<file path="src/rtl/aes_pkg.sv">
// Shared definitions for the AES ciphertext output path: block type,
// words-per-block helper and the word ordering used on the output pins.
package aes_pkg;

  localparam int AES_BLK_W = 128;

  typedef logic [AES_BLK_W-1:0] aes_block_t;

  // Byte 0 of the AES state sits in bits [127:120], so MSW-first puts it on the pins first.
  localparam bit WORD_ORDER_MSW_FIRST = 1'b1;

  function automatic int words(input int word_w);
    return AES_BLK_W / word_w;
  endfunction

endpackage

</file>
<file path="src/rtl/aes_blk_fifo.sv">
// DEPTH x 128-bit block FIFO with pointers and occupancy count.
// A push is accepted when full only if a pop frees a slot in the same cycle.
module aes_blk_fifo
  import aes_pkg::*;
#(
  parameter int DEPTH = 4
) (
  input  logic                   clk,
  input  logic                   rst,
  input  logic                   push_i,
  input  logic [AES_BLK_W-1:0]   push_data_i,
  input  logic                   pop_i,
  output logic [AES_BLK_W-1:0]   head_o,
  output logic [$clog2(DEPTH):0] count_o,
  output logic                   full_o
);

  localparam int PTR_W = $clog2(DEPTH);
  localparam logic [PTR_W:0] DEPTH_C = (PTR_W + 1)'(DEPTH);

  logic [PTR_W-1:0] wr_ptr_q, wr_ptr_d;
  logic [PTR_W-1:0] rd_ptr_q, rd_ptr_d;
  logic [PTR_W:0]   count_q, count_d;
  aes_block_t       mem_q [DEPTH];
  logic             empty;
  logic             do_push;
  logic             do_pop;

  assign empty   = (count_q == '0);
  assign full_o  = (count_q == DEPTH_C);
  assign do_pop  = pop_i && !empty;
  assign do_push = push_i && (!full_o || do_pop);

  always_comb begin
    wr_ptr_d = wr_ptr_q;
    rd_ptr_d = rd_ptr_q;
    count_d  = count_q;
    if (do_push) wr_ptr_d = wr_ptr_q + 1'b1;
    if (do_pop)  rd_ptr_d = rd_ptr_q + 1'b1;
    case ({do_push, do_pop})
      2'b10:   count_d = count_q + 1'b1;
      2'b01:   count_d = count_q - 1'b1;
      default: count_d = count_q;
    endcase
  end

  always_ff @(posedge clk or posedge rst) begin
    if (rst) begin
      wr_ptr_q <= '0;
      rd_ptr_q <= '0;
      count_q  <= '0;
    end else begin
      wr_ptr_q <= wr_ptr_d;
      rd_ptr_q <= rd_ptr_d;
      count_q  <= count_d;
    end
  end

  // Storage carries no reset; validity is tracked entirely by count_q.
  always_ff @(posedge clk) begin
    if (do_push) mem_q[wr_ptr_q] <= push_data_i;
  end

  assign head_o  = mem_q[rd_ptr_q];
  assign count_o = count_q;

endmodule

</file>
<file path="src/rtl/aes_ct_serializer.sv">
// Buffers aesEncCore cipherText blocks and streams them out MSW-first as
// WORD_W-bit words over valid/ready. Optional AES_CT_DROP_CNT_EN adds drop_count.
module aes_ct_serializer
  import aes_pkg::*;
#(
  parameter int DEPTH  = 4,
  parameter int WORD_W = 32
) (
  input  logic                 clk,
  input  logic                 rst,
  input  logic                 ct_done,
  input  logic [AES_BLK_W-1:0] ct_data,
  output logic                 out_valid,
  input  logic                 out_ready,
  output logic [WORD_W-1:0]    out_data,
  output logic                 out_last,
  output logic                 fifo_full,
  output logic                 overflow,
`ifdef AES_CT_DROP_CNT_EN
  output logic [15:0]          drop_count,
`endif
  input  logic                 clr_ovf
);

  localparam int NWORDS = words(WORD_W);
  localparam int WIDX_W = $clog2(NWORDS);
  localparam logic [WIDX_W-1:0] LAST_IDX = WIDX_W'(NWORDS - 1);

  logic [WIDX_W-1:0]      word_idx_q, word_idx_d;
  logic                   ovf_q, ovf_d;
  logic [AES_BLK_W-1:0]   head;
  logic [$clog2(DEPTH):0] blk_count;
  logic                   xfer;
  logic                   pop;
  logic                   drop;

  function automatic logic [WORD_W-1:0] sel_word(input logic [AES_BLK_W-1:0] blk,
                                                 input logic [WIDX_W-1:0]    idx);
    logic [WIDX_W-1:0]    pos;
    logic [AES_BLK_W-1:0] sh;
    pos = WORD_ORDER_MSW_FIRST ? idx : LAST_IDX - idx;
    sh  = blk << (int'(pos) * WORD_W);
    return sh[AES_BLK_W-1 -: WORD_W];
  endfunction

  aes_blk_fifo #(.DEPTH(DEPTH)) u_fifo (
    .clk         (clk),
    .rst         (rst),
    .push_i      (ct_done),
    .push_data_i (ct_data),
    .pop_i       (pop),
    .head_o      (head),
    .count_o     (blk_count),
    .full_o      (fifo_full)
  );

  assign out_valid = (blk_count != '0);
  assign xfer      = out_valid && out_ready;
  assign pop       = xfer && (word_idx_q == LAST_IDX);
  assign drop      = ct_done && fifo_full && !pop;

  // Output word comes only from registered head and index; out_ready never reaches it.
  assign out_data = out_valid ? sel_word(head, word_idx_q) : '0;
  assign out_last = out_valid && (word_idx_q == LAST_IDX);
  assign overflow = ovf_q;

  always_comb begin
    word_idx_d = word_idx_q;
    if (xfer) word_idx_d = (word_idx_q == LAST_IDX) ? '0 : word_idx_q + 1'b1;
    ovf_d = ovf_q;
    if (clr_ovf) ovf_d = 1'b0;
    if (drop)    ovf_d = 1'b1;
  end

  always_ff @(posedge clk or posedge rst) begin
    if (rst) begin
      word_idx_q <= '0;
      ovf_q      <= 1'b0;
    end else begin
      word_idx_q <= word_idx_d;
      ovf_q      <= ovf_d;
    end
  end

`ifdef AES_CT_DROP_CNT_EN
  logic [15:0] drop_cnt_q, drop_cnt_d;

  always_comb begin
    drop_cnt_d = drop_cnt_q;
    if (clr_ovf)                          drop_cnt_d = drop ? 16'd1 : 16'd0;
    else if (drop && drop_cnt_q != 16'hFFFF) drop_cnt_d = drop_cnt_q + 16'd1;
  end

  always_ff @(posedge clk or posedge rst) begin
    if (rst) drop_cnt_q <= '0;
    else     drop_cnt_q <= drop_cnt_d;
  end

  assign drop_count = drop_cnt_q;
`endif

endmodule
</file>
<file path="config.mk">
export PLATFORM = sky130hd
export DESIGN_NAME = aes_ct_serializer
export DESIGN_NICKNAME = d
export VERILOG_FILES = /design/src/rtl/aes_pkg.sv /design/src/rtl/aes_blk_fifo.sv /design/src/rtl/aes_ct_serializer.sv
export SDC_FILE = /design/constraint.sdc
export NUM_CORES = 1
export LEC_CHECK = 0
export CAP_MARGIN = 20
export CORE_MARGIN = 1.5
export CORE_UTILIZATION = 62
export DETAILED_ROUTE_END_ITERATION = 12
export GPL_TIMING_DRIVEN = 0
export PLACE_DENSITY = 0.82
export SYNTH_ARGS = -nofsm -noshare
export SYNTH_HDL_FRONTEND = slang
export SYNTH_SLANG_ARGS = --single-unit
</file>
<file path="constraint.sdc">
create_clock -name clk -period 10.6 [get_ports clk]
set_clock_uncertainty 0.2 [all_clocks]
set_input_delay 1.06 -clock clk [delete_from_list [all_inputs] [get_ports clk]]
set_output_delay 1.06 -clock clk [all_outputs]
set_load 0.05 [all_outputs]
</file>
* Word level (Yosys, flattened, before mapping)
Memory sizes are Yosys's and may differ from the RTL's. Index checks and enable logic that the tools add are counted.
Word-level totals: bits in registers 10, RAM bits 512, word-level logic and storage cells 38, memories kept 1
Cells by class: $add $sub $neg 5, eq/ne operators 4, shift operators 1, muxes and demuxes 7, reductions and logical operators 15
Memory list:
- u_fifo.mem_q | words 4, bits a word 128, rd ports 1, clocked after memory_dff 0, wr ports 1, RTL line aes_blk_fifo.sv:24 | aes_block_t mem_q [DEPTH];
Operator list (count):
- 128-bit by 7-bit left shift with 128-bit output | 1
- 32-bit two-way mux | 1
- 1-bit logical AND | 7
- 2-bit by 1-bit adder with 2-bit output, second input constant | 3
- 3-bit case mux with 2 select lines | 1
- 2-bit equality test, second input constant | 2
- 1-bit two-way mux | 4
- 2-bit nonzero test | 2
- 3-bit by 1-bit adder with 3-bit output, second input constant | 1
- 3-bit equality test, second input constant | 1
- 1-bit logical NOT | 3
- 3-bit logical NOT | 1
- 3-bit nonzero test | 1
- 3-bit by 1-bit subtractor with 3-bit output, second input constant | 1
- 2-bit by 1-bit equality test with 1-bit output, second input constant | 1
- 2-bit two-way mux | 1
- 1-bit logical OR | 1

* Depth between registers and ports, before layout
Gate-level depths: netlist (run 1).
depth in word-level cells 8, depth in mapped cells 11

* Modules after synthesis
From an unflattened synthesis (run 1), not the netlist that was laid out.
Unflattened totals: cells, all modules 812, area, all modules 20133.1 sq um
By module, submodules not included:
- aes_blk_fifo | times used 1, cells an instance 722, area an instance 18934.4 sq um, sequential area each 15549.9 sq um
- aes_ct_serializer | times used 1, cells an instance 90, area an instance 1198.6 sq um, sequential area each 75.1 sq um

* Least setup slack after synthesis (run 1)
OpenSTA, ideal clock, no wires.
path kind input to register, start point input out_ready, end point memory u_fifo.mem_q[0][0] in the netlist's numbering (enable), data arrival time 4.237 ns, data required time 9.897 ns, setup slack 5.660 ns, stages 3, path buffers 0, cell sequence nand2_1 -> nand2_1 -> and3_1
Between the ends: cells in the longest elaborated chain, start to end 7
RTL lines:
- start: declaration | RTL line aes_ct_serializer.sv:14 | input logic out_ready,
- 1-bit logical AND | RTL line aes_ct_serializer.sv:58 | assign xfer = out_valid && out_ready;
- 1-bit logical AND | RTL line aes_ct_serializer.sv:59 | assign pop = xfer && (word_idx_q == LAST_IDX);
- 1-bit logical AND | RTL line aes_blk_fifo.sv:31 | assign do_pop = pop_i && !empty;
- 1-bit logical OR | RTL line aes_blk_fifo.sv:32 | assign do_push = push_i && (!full_o || do_pop);
- 1-bit logical AND | RTL line aes_blk_fifo.sv:32
- 1-bit two-way mux | RTL line aes_blk_fifo.sv:61 | if (do_push) mem_q[wr_ptr_q] <= push_data_i;
- 1-bit two-way mux (not written as such) | RTL line aes_blk_fifo.sv:61
- end: declaration | RTL line aes_blk_fifo.sv:24
No other way between the ends.

* Worst setup path in the final report (run 1)
start point register word_idx_q[0], end point output out_data[15]
Between the ends: cells in the longest elaborated chain, start to end 2
RTL lines:
- start: declaration | RTL line aes_ct_serializer.sv:29 | logic [WIDX_W-1:0] word_idx_q, word_idx_d;
- start signal: assignment | RTL line aes_ct_serializer.sv:80 | word_idx_q <= word_idx_d;
- 128-bit by 7-bit left shift with 128-bit output | RTL line aes_ct_serializer.sv:42 | sh = blk << (int'(pos) * WORD_W);
- 32-bit two-way mux | RTL line aes_ct_serializer.sv:63 | assign out_data = out_valid ? sel_word(head, word_idx_q) : '0;
- end: declaration | RTL line aes_ct_serializer.sv:15 | output logic [WORD_W-1:0] out_data,
No other way between the ends.

==> results.py, run 1 <==
metrics = {
    "cts": {
        "clk_latency_ns": 0.55,
        "ctsResizeCount": 0,
        "cts.sinks": 522,
        "clockBufferDepth": 3,
        "postCtsHoldBufs": 0,
        "numCtsBuffers": 49,
        "cts_max_level": 2,
        "clk_pin_slew_ns": 0.06,
        "post_cts_buffers": 0,
        "cts_tree": "done",
        "ctsRootBufferMaster": "clkbuf_16",
    },
    "timing": {
        "slew_viol_final": 0,
        "min_period_ns": 4.82,
        "rsz0062_at_grt": "false",
        "relSlewSlack_pct": 34.3,
        "worst_pin_slew_ns": 0.986,
        "setup_tns_ns": 0,
        "fmax_ghz": 0.207,
        "period_share_pct": 45.5,
        "setup_viol": 0,
        "hold_viol": 0,
    },
    "pwr": {
        "power.internal_uw": 4820,
        "p_seq_share_pct": 38.8,
        "power.share.switching_pct": 34.1,
        "power.density_nw_per_um2": 308,
        "p_leak_uw": 0.00772,
        "power_frac_comb_pct": 37.4,
        "peakVddDrop_v": 0.000243,
        "power.net_switching_uw": 2500,
        "p_clk_share_pct": 23.8,
    },
    "synthesis": {
        "synth_edf_count": 512,
        "yosysMostFrequentCell": "edfxtp_1",
        "yosys.area_share.simple_pct": 1.26,
        "ys_top_cells_by_count": "edfxtp_1 (512), mux4_2 (127), a22oi_1 (53), nand2_1 (35), clkbuf_1 (14)",
        "ys_types": 31,
        "synthTopCellsByArea": "edfxtp_1 (78%), mux4_2 (14%), a22oi_1 (2.0%), dfrtp_1 (1.3%), nand2_1 (0.66%)",
        "synthMuxAreaShare_pct": 14.7,
        "synth.ff_latch_count": 522,
        "syn-instance-count": 840,
        "synth.largest_area_cell": "edfxtp_1",
        "synth-adder-area-share_pct": 0.480,
        "synth_xor_area_share_pct": 0.265,
        "synth_compound_area_share_pct": 2.81,
        "seq_area_frac_synth_pct": 78.9,
        "postSynthAreaPerCell_um2": 23.6,
        "synth.net_count": 980,
        "synth_top_family_by_area": "multiplexers",
        "synth.cell_area_um2": 19800,
        "synth_flop_cell": "edfxtp_1",
        "yosysTopAreaCellShare_pct": 77.7,
        "synthArstFlopShare_pct": 1.92,
        "yosysWarnings": 0,
    },
    "status": {
        "run_status": "complete, no violations",
    },
    "floorplanning": {
        "core-area_um2": 31500,
        "die_area_um2": 33000,
        "die_h_um": 182,
        "pin_count": 169,
        "row_count": 65,
        "die_w_um": 182,
        "start_util_pct": 62.9,
    },
    "detailed_routing": {
        "drt-total-wl_mm": 42.4,
        "drt_first_pass_iters": 5,
        "drt-initial-drc-count": 1016,
        "drtAntennaViolNets": 0,
        "drt-wirelength-per-cell_um": 28.2,
        "drc": 0,
        "vias": 9625,
        "via_per_inst": 6.40,
    },
    "job": {
        "max_cap_viol_count": 0,
    },
    "grt": {
        "grt_pass1_vias": 10200,
        "antenna_found_initial": 5,
        "grt_first_pass_wirelength_mm": 62.7,
        "globalRoute.totalOverflow": 0,
        "grt_max_degree": 58,
        "grtUsageTotal_pct": 26.5,
    },
    "placement": {
        "dp.cells": 1418,
        "dpl.hpwl_mm": 25.2,
        "gp_congestion": 0.764,
        "io_buffers": 168,
        "placed_area_um2": 22200,
    },
    "finish": {
        "layout-drive-gt1-share_pct": 22.8,
        "regArea_um2": 15600,
        "num-fill-cells": 1649,
        "nets": 1207,
        "multi_input_area_um2": 3890,
        "areaGrowthSynthToFinish_pct": 20.1,
        "fin_cells": 1503,
        "stdcell_area_um2": 23800,
    },
    "critical_path": {
        "crit_required_ns": 9.34,
        "cp-end-kind": "primary output",
        "start_kind": "flip-flop",
        "crit_arrival_ns": 3.56,
        "crit_fanout": 10,
        "worstSetupPathType": "flip-flop to primary output",
    },
    "worst_hold_path": {
        "hold_path.class": "flip-flop to flip-flop",
    },
}
==> registers in the layout (all words and copies together), names as in the netlist <==
register         flops
overflow             1
u_fifo.count_o       3
u_fifo.mem_q       512
u_fifo.rd_ptr_q      2
u_fifo.wr_ptr_q      2
word_idx_q           2
==> logic make-up after synthesis <==
| logic type | Yosys count |
|---|---|
| AOI/OAI and AO/OA | 68 |
| xor gates and xnor gates | 6 |
| adders and majority gates | 7 |
| buffers and inverters | 53 |
| DFF | 522 |
| muxes | 132 |
| and+or+nand+nor | 52 |
==> critical path, stage by stage (launching register included) <==
cell,delay (ns)
dfrtp_1,0.37
buf_2,0.22
nor3b_1,0.49
clkbuf_1,0.74
a22oi_1,0.23
nand2_1,0.15
clkdlybuf4s50_1,0.81
==> power groups by stage <==
stage	clock network (uW)	registers, uW	logic, uW
floorplan	0	2890	1830
global placement	0	2950	2650
detailed placement	0	2870	2740
CTS	1760	2840	2770
global route	1830	2860	2880
finish	1740	2840	2740
==> area by class of cell <==
cell class / instances / area share, %
sequential: 522 / 65.7
multi-input combinational: 265 / 16.4
timing repair buffer: 176 / 7.87
clock buffer: 57 / 5.46
tap: 402 / 2.12
clock inverter: 26 / 1.18
buffer: 43 / 1.12
inverter: 10 / 0.158
antenna: 2 / 0.0210
==> metal layers <==
metal | vias up | wire length, um | track usage (%)
met3 | 92 | 2980 | 4.71
li1 | 4046 | - | -
met4 | 6 | 1190 | 9.00
met2 | 461 | 22100 | 44.4
met1 | 5020 | 16100 | 35.8
met5 | - | 42 | 0
==> cells in the final DEF (no fill, tap or decap), drive strengths merged, types with 3 or more instances in the layout <==
| cell | count |
|---|---|
| nor3b | 3 |
| nor3 | 3 |
| clkinv | 17 |
| mux4 | 127 |
| inv | 11 |
| clkbuf | 71 |
| xor2 | 3 |
| and3 | 5 |
| ha | 6 |
| nor2 | 3 |
| buf | 37 |
| bufinv | 6 |
| edfxtp | 512 |
| clkdlybuf4s50 | 168 |
| nand2 | 35 |
| a22oi | 63 |
| mux2 | 3 |
| xnor2 | 3 |
| dfrtp | 10 |
==> per-stage QoR <==
stage	power [uW]	util, %	hold WS [ns]	worst slack, ns
4_1_cts	7370	75.5	0.357	5.83
6_report	7310	75.5	0.359	5.78
2_1_floorplan	4720	-	0.306	5.66
3_5_place_dp	5610	70.5	0.335	6.43
5_1_grt	7580	75.5	0.372	5.67
3_3_place_gp	5590	69.8	0.318	2.86
==> final timing paths <==
check                           slack [ns]  cells after the start                        endpoint                          start
worst max-delay path                  5.78                      6                    out_data[15]      word_idx_q[0]$_DFFE_PP0N_
worst min-delay path                  0.36                      1   u_fifo.count_o[2]$_DFFE_PP0P_  u_fifo.count_o[2]$_DFFE_PP0P_
worst max register to register        7.67                      6   u_fifo.mem_q[3][14]$_DFFE_PP_      word_idx_q[1]$_DFFE_PP0N_
worst min register to register        0.36                      1   u_fifo.count_o[2]$_DFFE_PP0P_  u_fifo.count_o[2]$_DFFE_PP0P_
max in group asynchronous             9.25                      2  u_fifo.wr_ptr_q[0]$_DFFE_PP0P_                            rst
min in group asynchronous             0.68                      2  u_fifo.rd_ptr_q[1]$_DFFE_PP0P_                            rst
Note: power is estimated with default switching activity, not from simulation.
==> inputs of run 2 (changes only) <==
- CORE_UTILIZATION: 62 -> 52
- PLACE_DENSITY: 0.82 -> 0.73
- clock period: 10.6 -> 4.1 ns (I/O delays scaled with it)
==> results.py, run 2 (synthesized netlist as in run 1, its figures left out) <==
metrics = {
    "status": {
        "run_status": "complete, no violations",
    },
    "pwr": {
        "p_leak_uw": 0.00779,
        "power.share.switching_pct": 34.2,
        "power.internal_uw": 12400,
        "power_frac_comb_pct": 37.7,
        "peakVddDrop_v": 0.000504,
        "p_seq_share_pct": 38.8,
        "power.density_nw_per_um2": 785,
        "p_clk_share_pct": 23.5,
        "power.net_switching_uw": 6440,
    },
    "timing": {
        "worst_pin_slew_ns": 0.920,
        "fin_ws_ns": 0.165,
        "min_period_ns": 3.94,
        "slew_viol_final": 0,
        "setup_tns_ns": 0,
        "setup_viol": 0,
        "fmax_ghz": 0.254,
        "rsz0062_at_grt": "false",
        "hold_viol": 0,
        "period_share_pct": 96.0,
        "relSlewSlack_pct": 38.7,
    },
    "grt": {
        "grt_first_pass_wirelength_mm": 61.7,
        "grt_max_degree": 56,
        "top_usage_layer": "met2",
        "grtUsageTotal_pct": 22.0,
        "grt_pass1_vias": 9937,
        "met1_usage_pct": 29.8,
        "grt_util_met2_pct": 36.3,
        "grt_use_met3_pct": 5.35,
        "antenna_found_initial": 5,
        "globalRoute.totalOverflow": 0,
    },
    "job": {
        "max_cap_viol_count": 0,
    },
    "detailed_routing": {
        "drt-total-wl_mm": 41.6,
        "drt-wirelength-per-cell_um": 25.6,
        "drt_first_pass_iters": 4,
        "drt-initial-drc-count": 815,
        "drc": 0,
        "via_per_inst": 5.74,
        "drtAntennaViolNets": 0,
        "vias": 9336,
    },
    "critical_path": {
        "reg2reg_depth": 10,
        "start_kind": "flip-flop",
        "worstSetupStartpoint": "u_fifo.rd_ptr_q[1]$_DFFE_PP0P_",
        "r2r_start": "u_fifo.count_o[0]$_DFFE_PP0P_",
        "crit_arrival_ns": 3.33,
        "crit_required_ns": 3.49,
        "worstSetupPathType": "flip-flop to primary output",
        "crit_fanout": 10,
        "cp-end-kind": "primary output",
    },
    "floorplanning": {
        "die_w_um": 198,
        "pin_count": 169,
        "row_count": 71,
        "die_h_um": 198,
        "start_util_pct": 52.7,
        "die_area_um2": 39300,
        "core-area_um2": 37600,
    },
    "cts": {
        "cts.sinks": 522,
        "cts_max_level": 2,
        "clk_pin_slew_ns": 0.06,
        "numCtsBuffers": 52,
        "clockBufferDepth": 3,
        "post_cts_buffers": 0,
        "clk_latency_ns": 0.58,
        "ctsRootBufferMaster": "clkbuf_16",
        "cts_tree": "done",
    },
    "placement": {
        "gp_congestion": 0.720,
        "dp.cells": 1527,
        "io_buffers": 168,
        "dp_slack_ns": 0.482,
        "dpl.hpwl_mm": 24.9,
    },
    "finish": {
        "layout_commonest_cell": "edfxtp_1",
        "utilization_pct": 63.8,
        "fin_cells": 1626,
        "largest_register_ffs": 512,
        "num-fill-cells": 2561,
        "nets": 1210,
        "regMostFlops": "u_fifo.mem_q",
        "layout-drive-gt1-share_pct": 23.0,
        "final_cell_mix": "edfxtp_1 (512), clkdlybuf4s50_1 (167), mux4_2 (127)",
        "areaGrowthSynthToFinish_pct": 21.2,
    },
    "worst_hold_path": {
        "hold_path.class": "input pin to flip-flop",
        "whs_path_depth": 2,
        "hold_path.startpoint": "clr_ovf",
    },
}
-- run 2: cell types whose count changed in the layout (fill, tap and decap cells not counted), sizes merged --
cell / change
clkinv: +14
clkbuf: +5
buf: -3
bufinv: -3
clkdlybuf4s15: +2
clkinvlp: -2
clkdlybuf4s50: -1
diode: -1
dlygate4sd3: +1
dlymetal6s2s: +1
inv: +1
-- run 2: final timing paths --
kind | end | slack, ns
max | out_data[7] | 0.16
min | overflow$_DFFE_PP0P_ | 0.21
max reg2reg | u_fifo.count_o[2]$_DFFE_PP0P_ | 1.45
min reg2reg | overflow$_DFFE_PP0P_ | 0.33
max in group asynchronous | u_fifo.count_o[1]$_DFFE_PP0P_ | 2.87
min in group asynchronous | overflow$_DFFE_PP0P_ | 0.51
-- run 2: area by class of cell --
cell class,count,area [um2],area share (%)
Antenna cell,1,2.50,0.0104
Buffer,42,290,1.21
Clock buffer,62,1360,5.67
Clock inverter,36,231,0.965
Inverter,10,37.5,0.156
Multi-Input combinational cell,265,3890,16.2
Sequential cell,522,15600,65.1
Tap cell,511,639,2.67
Timing Repair Buffer,177,1910,7.98
-- run 2: repair_timing --
item                       in CTS  in global routing
hold buffers                    1                  0
resized for setup               9                 12
setup endpoints to repair      25                 20
pin swaps                       0                  0
hold endpoints to repair       10                  0
-- run 2: power by group through the flow --
stage          combinational [uW]  sequential (uW)  clock [uW]
5_1_grt                      7530             7380        4700
2_1_floorplan                4730             7390           0
3_5_place_dp                 7180             7410           0
4_1_cts                      7240             7300        4500
3_3_place_gp                 6990             7470           0
6_report                     7100             7300        4420
-- run 2: layer usage --
| layer | part of all wire (%) | routed length, um |
|---|---|---|
| met5 | 0.12 | 51 |
| met4 | 1.8 | 737 |
| met3 | 7.2 | 2980 |
| met2 | 50 | 20800 |
| met1 | 41 | 17100 |
-- run 2: per-stage QoR --
stage	cell area (um2)	hold slack, ns	total power [uW]
floorplan	19800	0.0502	12100
global placement	22100	0.311	14500
detailed placement	22400	0.327	14600
CTS	24000	0.183	19000
global route	24000	0.223	19600
finish	24000	0.206	18800
-- run 2: critical path: stages, from the launching register on --
cell             delay [ns]
dfrtp_1                0.37
buf_2                  0.24
buf_1                  0.72
mux4_2                 0.42
a22oi_1                0.15
nand2_1                0.08
clkdlybuf4s50_1        0.75
